File: src/rtl/md_pkg.sv
// Shared opcode encoding and helpers for the HI/LO multiply/divide unit.
package md_pkg;

    localparam int unsigned OP_W        = 4;
    localparam int unsigned MULT_CYCLES = 5;
    localparam int unsigned DIV_CYCLES  = 10;
    localparam int unsigned CNT_W       = 4;

    localparam logic [OP_W-1:0] MD_NONE  = 4'd0;
    localparam logic [OP_W-1:0] MD_MULT  = 4'd1;
    localparam logic [OP_W-1:0] MD_MULTU = 4'd2;
    localparam logic [OP_W-1:0] MD_DIV   = 4'd3;
    localparam logic [OP_W-1:0] MD_DIVU  = 4'd4;
    localparam logic [OP_W-1:0] MD_MTLO  = 4'd5;
    localparam logic [OP_W-1:0] MD_MTHI  = 4'd6;
    localparam logic [OP_W-1:0] MD_MFLO  = 4'd7;
    localparam logic [OP_W-1:0] MD_MFHI  = 4'd8;
    localparam logic [OP_W-1:0] MD_MSUB  = 4'd9;

    // Ops that kick off a multi-cycle computation in the unit.
    function automatic logic is_md_start(input logic [OP_W-1:0] op);
        return (op == MD_MULT) || (op == MD_MULTU) || (op == MD_DIV) ||
               (op == MD_DIVU) || (op == MD_MSUB);
    endfunction

    // Ops that occupy the unit for the short (multiply) window.
    function automatic logic is_mult_class(input logic [OP_W-1:0] op);
        return (op == MD_MULT) || (op == MD_MULTU) || (op == MD_MSUB);
    endfunction

endpackage

File: src/rtl/md_busy_shadow.sv
// Shadow busy tracker: predicts the unit's busy window and flags disagreement.
module md_busy_shadow
    import md_pkg::*;
#(
    parameter int unsigned MULT_N = MULT_CYCLES,
    parameter int unsigned DIV_N  = DIV_CYCLES,
    parameter int unsigned CW     = CNT_W
) (
    input  logic            clk,
    input  logic            reset,
    input  logic            start,
    input  logic [OP_W-1:0] md_op_e,
    input  logic            busy_in,
    output logic            busy_err
);

    localparam logic [1:0] ST_IDLE = 2'd0;
    localparam logic [1:0] ST_MULT = 2'd1;
    localparam logic [1:0] ST_DIV  = 2'd2;

    logic [1:0]    state;
    logic [1:0]    state_nx;
    logic [CW-1:0] cnt;
    logic [CW-1:0] cnt_nx;
    logic          busy_err_nx;

    // State, counter and sticky error registers.
    always_ff @(posedge clk) begin
        if (reset) begin
            state    <= ST_IDLE;
            cnt      <= '0;
            busy_err <= 1'b0;
        end else begin
            state    <= state_nx;
            cnt      <= cnt_nx;
            busy_err <= busy_err_nx;
        end
    end

    // Next state: load on start, count down the busy window, compare with the unit.
    always_comb begin
        state_nx    = state;
        cnt_nx      = cnt;
        busy_err_nx = busy_err | ((state != ST_IDLE) != busy_in);
        if (start) begin
            // A start while busy means the stall was bypassed; resync and flag it.
            if (state != ST_IDLE) begin
                busy_err_nx = 1'b1;
            end
            if (is_mult_class(md_op_e)) begin
                state_nx = ST_MULT;
                cnt_nx   = CW'(MULT_N);
            end else begin
                state_nx = ST_DIV;
                cnt_nx   = CW'(DIV_N);
            end
        end else if (state != ST_IDLE) begin
            if (cnt == CW'(1)) begin
                state_nx = ST_IDLE;
                cnt_nx   = '0;
            end else begin
                cnt_nx = cnt - CW'(1);
            end
        end
    end

endmodule

File: src/rtl/md_issue_ctrl.sv
// Issue/hazard control between the decoder and the HI/LO multiply/divide unit.
module md_issue_ctrl
    import md_pkg::*;
#(
    parameter int unsigned MULT_N = MULT_CYCLES,
    parameter int unsigned DIV_N  = DIV_CYCLES,
    parameter int unsigned CW     = CNT_W
) (
    input  logic            clk,
    input  logic            reset,
    input  logic [OP_W-1:0] md_op_d,
    input  logic            stall_ext,
    input  logic            busy_in,
    output logic [OP_W-1:0] md_op_e,
    output logic            start,
    output logic            stall_md,
    output logic            busy_err
);

    // E-stage slice of the D/E register; any stall inserts a bubble.
    always_ff @(posedge clk) begin
        if (reset || stall_md || stall_ext) begin
            md_op_e <= MD_NONE;
        end else begin
            md_op_e <= md_op_d;
        end
    end

    // Start pulses for the single cycle a computing op sits in E.
    assign start = is_md_start(md_op_e);

    // Every md op in D, including HI/LO moves, waits out the unit's busy window.
    assign stall_md = (md_op_d != MD_NONE) && (start || busy_in);

    md_busy_shadow #(
        .MULT_N (MULT_N),
        .DIV_N  (DIV_N),
        .CW     (CW)
    ) u_shadow (
        .clk      (clk),
        .reset    (reset),
        .start    (start),
        .md_op_e  (md_op_e),
        .busy_in  (busy_in),
        .busy_err (busy_err)
    );

endmodule
File: config.mk
export PLATFORM = sky130hd
export DESIGN_NAME = md_issue_ctrl
export DESIGN_NICKNAME = d
export VERILOG_FILES = /design/src/rtl/md_pkg.sv /design/src/rtl/md_busy_shadow.sv /design/src/rtl/md_issue_ctrl.sv
export SDC_FILE = /design/constraint.sdc
export NUM_CORES = 1
export LEC_CHECK = 0
export BUFFER_PORTS_ARGS = -buffer_cell sky130_fd_sc_hd__buf_2
export CORE_MARGIN = 5
export CORE_UTILIZATION = 30
export DETAILED_ROUTE_END_ITERATION = 16
export SLEW_MARGIN = 20
export SYNTH_ARGS = -nofsm -noshare
export SYNTH_HDL_FRONTEND = slang
export SYNTH_SLANG_ARGS = --single-unit
File: constraint.sdc
create_clock -name clk -period 2.7 [get_ports clk]
set_clock_uncertainty 0.15 [all_clocks]
set_input_delay 0.27 -clock clk [delete_from_list [all_inputs] [get_ports clk]]
set_output_delay 0.27 -clock clk [all_outputs]
set_load 0.02 [all_outputs]
# Word level (Yosys, flattened, before mapping)
# Index checks and enable logic that the tools add are counted.
dict set report word_totals {
  ff_bits 11
  in_bits 8
}
dict set report classes {
  n_bitwise 1
  addsub 1
  n_reduce_logical 14
  mux 10
  eq_ne 7
}
# cell count
set op_table {}
lappend op_table {{2-to-1 mux 4 bit} 4}
lappend op_table {{== test 4 x 1 -> 1 bit (second input constant)} 2}
lappend op_table {{== test 4 x 2 -> 1 bit (second input constant)} 2}
lappend op_table {{logical OR 1 bit} 8}
lappend op_table {{2-to-1 mux 2 bit} 4}
lappend op_table {{nonzero test 2 bit} 3}
lappend op_table {{== test 4 x 3 -> 1 bit (second input constant)} 1}
lappend op_table {{== test 4 bit (second input constant)} 1}
lappend op_table {{nonzero test 4 bit} 1}
lappend op_table {{subtractor 4 x 1 -> 4 bit (second input constant)} 1}
lappend op_table {{2-to-1 mux 1 bit} 2}
lappend op_table {{AND reduction 2 bit} 1}
lappend op_table {{logical AND 1 bit} 1}
lappend op_table {{inequality test 1 bit} 1}
lappend op_table {{bitwise OR 1 bit} 1}

# Logic depth before layout (Yosys ltp)
dict set report logic_depth {
  word_depth 9
  depth_mapped 6
  ltp_nobuf 6
}

# Cells and area by module
# Synthesis repeated with hierarchy kept, for this count alone.
dict set report unflattened {
  hier_cells 62
  hier_area_um2 580.6
}
# mod cells_each n_inst area_per_inst_um2 seq_area_each_um2
set by_module_without_submodules {}
lappend by_module_without_submodules {md_busy_shadow 47 1 401.6 140.1}
lappend by_module_without_submodules {md_issue_ctrl 15 1 178.9 80.1}

# Worst setup path after synthesis
# Ideal clock, no wire load.
dict set report synth_timing {
  path_type {flip-flop to output port}
  startpoint {register md_op_e[2]}
  endpoint {output stall_md}
  path_stages_with_launch 6
  path_buffers 0
  t_arrival_ns 1.360
  path_slack_ns 0.920
  t_required_ns 2.280
  path_cell_list {dfxtp_1 nor3b_2 o31ai_4 inv_4 nor2_1 nor2_1}
}
dict set report synth_via {
  elab_chain_cells 7
  word_cells_on_any_way 11
  classes_between {eq/ne (5); reduce/logical (6)}
}
# item line
set synth_rtl {}
lappend synth_rtl {{from (decl)} md_issue_ctrl.sv:14} ;# output logic [OP_W-1:0] md_op_e,
lappend synth_rtl {{from (signal assigned)} md_issue_ctrl.sv:25} ;# md_op_e <= md_op_d;
lappend synth_rtl {{== test 4 x 1 -> 1 bit or == test 4 x 2 -> 1 bit (tied branches)} md_pkg.sv:22} ;# return (op == MD_MULT) || (op == MD_MULTU) || (op == MD_DIV) ||
lappend synth_rtl {{logical OR 1 bit (3 in a row)} md_pkg.sv:22}
lappend synth_rtl {{logical OR 1 bit (*)} md_pkg.sv:23} ;# (op == MD_DIVU) || (op == MD_MSUB);
lappend synth_rtl {{via start} md_issue_ctrl.sv:15} ;# output logic start,
lappend synth_rtl {{logical OR 1 bit (*)} md_issue_ctrl.sv:33} ;# assign stall_md = (md_op_d != MD_NONE) && (start || busy_in);
lappend synth_rtl {{logical AND 1 bit (*)} md_issue_ctrl.sv:33}
lappend synth_rtl {{to (decl)} md_issue_ctrl.sv:16} ;# output logic stall_md,
# The timed path passes the listed nets; every way through them passes the cells marked *.

# Worst setup path in the final report
dict set report layout_timing {
  startpoint {register md_op_e[0]}
  endpoint {output stall_md}
}
dict set report layout_via {
  elab_chain_cells 7
  word_cells_on_any_way 11
  classes_between {eq/ne (5); reduce/logical (6)}
}
# item line
set layout_rtl {}
lappend layout_rtl {{== test 4 x 1 -> 1 bit or == test 4 x 2 -> 1 bit (tied branches)} md_pkg.sv:22}
lappend layout_rtl {{logical OR 1 bit (3 in a row)} md_pkg.sv:22}
lappend layout_rtl {{logical OR 1 bit (*)} md_pkg.sv:23}
lappend layout_rtl {{logical OR 1 bit (*)} md_issue_ctrl.sv:33}
lappend layout_rtl {{logical AND 1 bit (*)} md_issue_ctrl.sv:33}
# Mark *: on every way between the ends. The rest lies on a longest branch, timed or not.

==> out/metrics.yaml <==
pwr-share-comb: 0.202
r2r_slack_ps: 1130
core_area_mm2: 0.00176
mostFrequentLayoutCell: "buf_2"
vdd.ir_drop.worst_mv: 0.250
globalRouteOverflowTotal: 0
tritoncts: "built"
share_of_the_yosys_chip_area_belonging_to_registers: 0.383
synth.yosys.warnings: 0
synth-compound-area-share: 0.216
clock-sinks: 11
netlist_area_before_placement_um2: 574
final_layout_size_suffix_gt1_frac: 0.253
maxClockFrequency_mhz: 499
fin_total_pwr_uw: 372
timing.critical_path.from_type: "register"
final_cell_mix: "14 x buf_2, 11 x dfxtp_1, 6 x o21ai_0, 6 x nor2_1, 5 x a21oi_1"
hold_buffers: 0
finalNonFillerCells: 108
vias: 513
antenna_cells: 0
final-hold-violation-count: 0
leakage_power_total_uw: 0.000281
totalNegativeSetupSlack_ps: 0
grt_setup_unrepaired: "false"
fin_crit_ps: 2000
drv.max_cap_violation_count: 0
route.final.wire_length_um: 1250
drt_drc_violations_left: 0
syn-mean-instance-area_um2: 8.70
critPathMaxStageDelay_ps: 450
critical_path.endpoint_type: "output port"
post_drt_wl_per_cell_um: 11.5
synth.area.mux_share: 0.0174
syn-num-nets: 76
tightest_slew_ps: 415
setup_violations: 0
clock-root-buffer: "clkbuf_4"
grt_first_pass_wirelength_um: 2020
status: "complete, no violations"
cts_inserted_buffers: 3
clockBufferDepth: 2
place_worst_setup_slack_ps: 990
timing.hold.ws_ps: 63.4
io_port_bufs: 14
drtPass1Iterations: 4
syn_to_final_growth_pct: 21.6
fp.dieArea_mm2: 0.00289
postSynthCellCount: 66
die_w_um: 53.8
layout.nets: 94
die_h_um: 53.8
min_period_over_period: 0.742
grt_start_max_net_pins: 9
gp_routability_congestion: 0.774
first_global_vias: 494
worst_hold_path_type: "in2reg"
initial_core_util: 0.326
cellInternalPower_uw: 263
synth_xor_xnor_area_share: 0
seq_power_share: 0.497
row_count: 15
slew-limit-headroom: 0.722
synth_top_family_by_area: "simple AND/OR/NAND/NOR gates"
cts.htree.levels: 1
dp_cells: 104
critPathArrivalTime_ps: 1580
power_per_cell_area_mw_per_mm2: 533
cp.required_ps: 2280
critical-path-top-cell-by-count: "nor2_1"
synth.top_cell.area_share: 0.383
crit_path_class: "reg2out"
place_hpwl_um: 977
timing_max_transition_violations_final: 0
antenna_violations_before_repair: 0
power.clock.fraction: 0.301
synth-simple-area-share: 0.296
number_of_gates_given_a_new_drive_strength_after_cts: 0
synthDistinctLibCells: 27
switch_pwr_uw: 110
initialDrtViolationCount: 1
synth-adder-area-share: 0.0436
synth.ff_latch_count: 11
antenna_left: 0
io-pin-count: 15
grtUsageTotal: 0.0968
area_leader_netlist: "dfxtp_1"
power.share.switching: 0.294
worstPathCellList: "nor3b_2 > o31ai_4 > inv_4 > nor2_1 > nor2_1 > buf_2"
postCtsSetupRepairBufs: 0
ys_top_cells_by_area: "dfxtp_1 38%, o21ai_0 5.2%, a21oi_1 4.4%, and2_1 4.4%, ha_1 4.4%"
worstSkewPairLatency_ps: 270
critical_path.max_fanout: 7
cp_slowest_cell: "dfxtp_1"
post-route-worst-setup-slack_ps: 696
vias_per_cell: 4.75
worst_setup_hold_path_clk_slew_ps: 70
final cells by class:
type                            count  area (µm²)
Tap cell                           25        31.3
Multi-Input combinational cell     49         329
Inverter                            5        21.3
Fill cell                         198        1070
Sequential cell                    11         220
Timing Repair Buffer               14        70.1
Clock buffer                        4        26.3
cell usage after synthesis:
| cell type | instances |
|---|---|
| nand3_1 | 3 |
| clkbuf_1 | 1 |
| inv_1 | 4 |
| a21o_1 | 1 |
| o21ai_0 | 6 |
| nor4_1 | 2 |
| o31ai_4 | 1 |
| or2b_1 | 1 |
| a221oi_1 | 1 |
| o22ai_1 | 1 |
| nor4_4 | 1 |
| nor3b_1 | 2 |
| nand2b_1 | 1 |
| nand2_1 | 4 |
| nor3_1 | 1 |
| mux2i_1 | 1 |
| nor2_1 | 6 |
| and2_1 | 4 |
| nor2b_1 | 2 |
| a211o_1 | 1 |
| a21oi_1 | 5 |
| ha_1 | 2 |
| o21bai_1 | 1 |
| nor3b_2 | 1 |
| dfxtp_1 | 11 |
| inv_4 | 1 |
| a311oi_1 | 1 |
logic make-up after synthesis:
family	after synthesis
compound gates	18
fa+ha+maj	2
buf+inv	6
flops	11
mux	1
simple gates	28
state kept, by name (all words and copies together), names as in the netlist:
name,cells
u_shadow.state,2
md_op_e,4
u_shadow.busy_err,1
u_shadow.cnt,4
worst paths after layout:
path	to	start	depth (start not counted)
worst min-delay path	md_op_e[2]	md_op_d[2]	2
worst min register to register	u_shadow.state[1]	u_shadow.state[1]	2
worst max register to register	md_op_e[1]	md_op_e[0]	5
worst max-delay path	stall_md	md_op_e[0]	6
power by group through the flow:
stage | Clock (µW) | Combinational (µW) | Sequential [µW]
floorplan | 0 | 49.5 | 190
global placement | 0 | 73.9 | 188
detailed placement | 0 | 75.5 | 189
CTS | 118 | 75.9 | 185
global route | 123 | 83.7 | 187
finish | 112 | 75.2 | 185
layer usage:
| metal | share of wire | vias to the layer above | global-route usage |
|---|---|---|---|
| met4 | 0.0096 | 0 | 0.0638 |
| met1 | 0.46 | 232 | 0.112 |
| met5 | 0 | - | 0 |
| met2 | 0.46 | 12 | 0.151 |
| met3 | 0.065 | 2 | 0.0305 |
| li1 | - | 267 | - |
metrics by stage:
step            util  cell area [µm²]
6_report       0.396              698
5_1_grt        0.396              698
3_3_place_gp   0.381              672
3_5_place_dp   0.381              672
2_1_floorplan      -              574
4_1_cts        0.396              698
critical path: cells and delay by family (launching register included):
family	cells	cell delay (ps)
AOI/OAI and AO/OA	1	370
buffers and inverters	2	250
DFF	1	450
and+or+nand+nor	3	240
No activity file was read; power rests on OpenSTA's default activity.
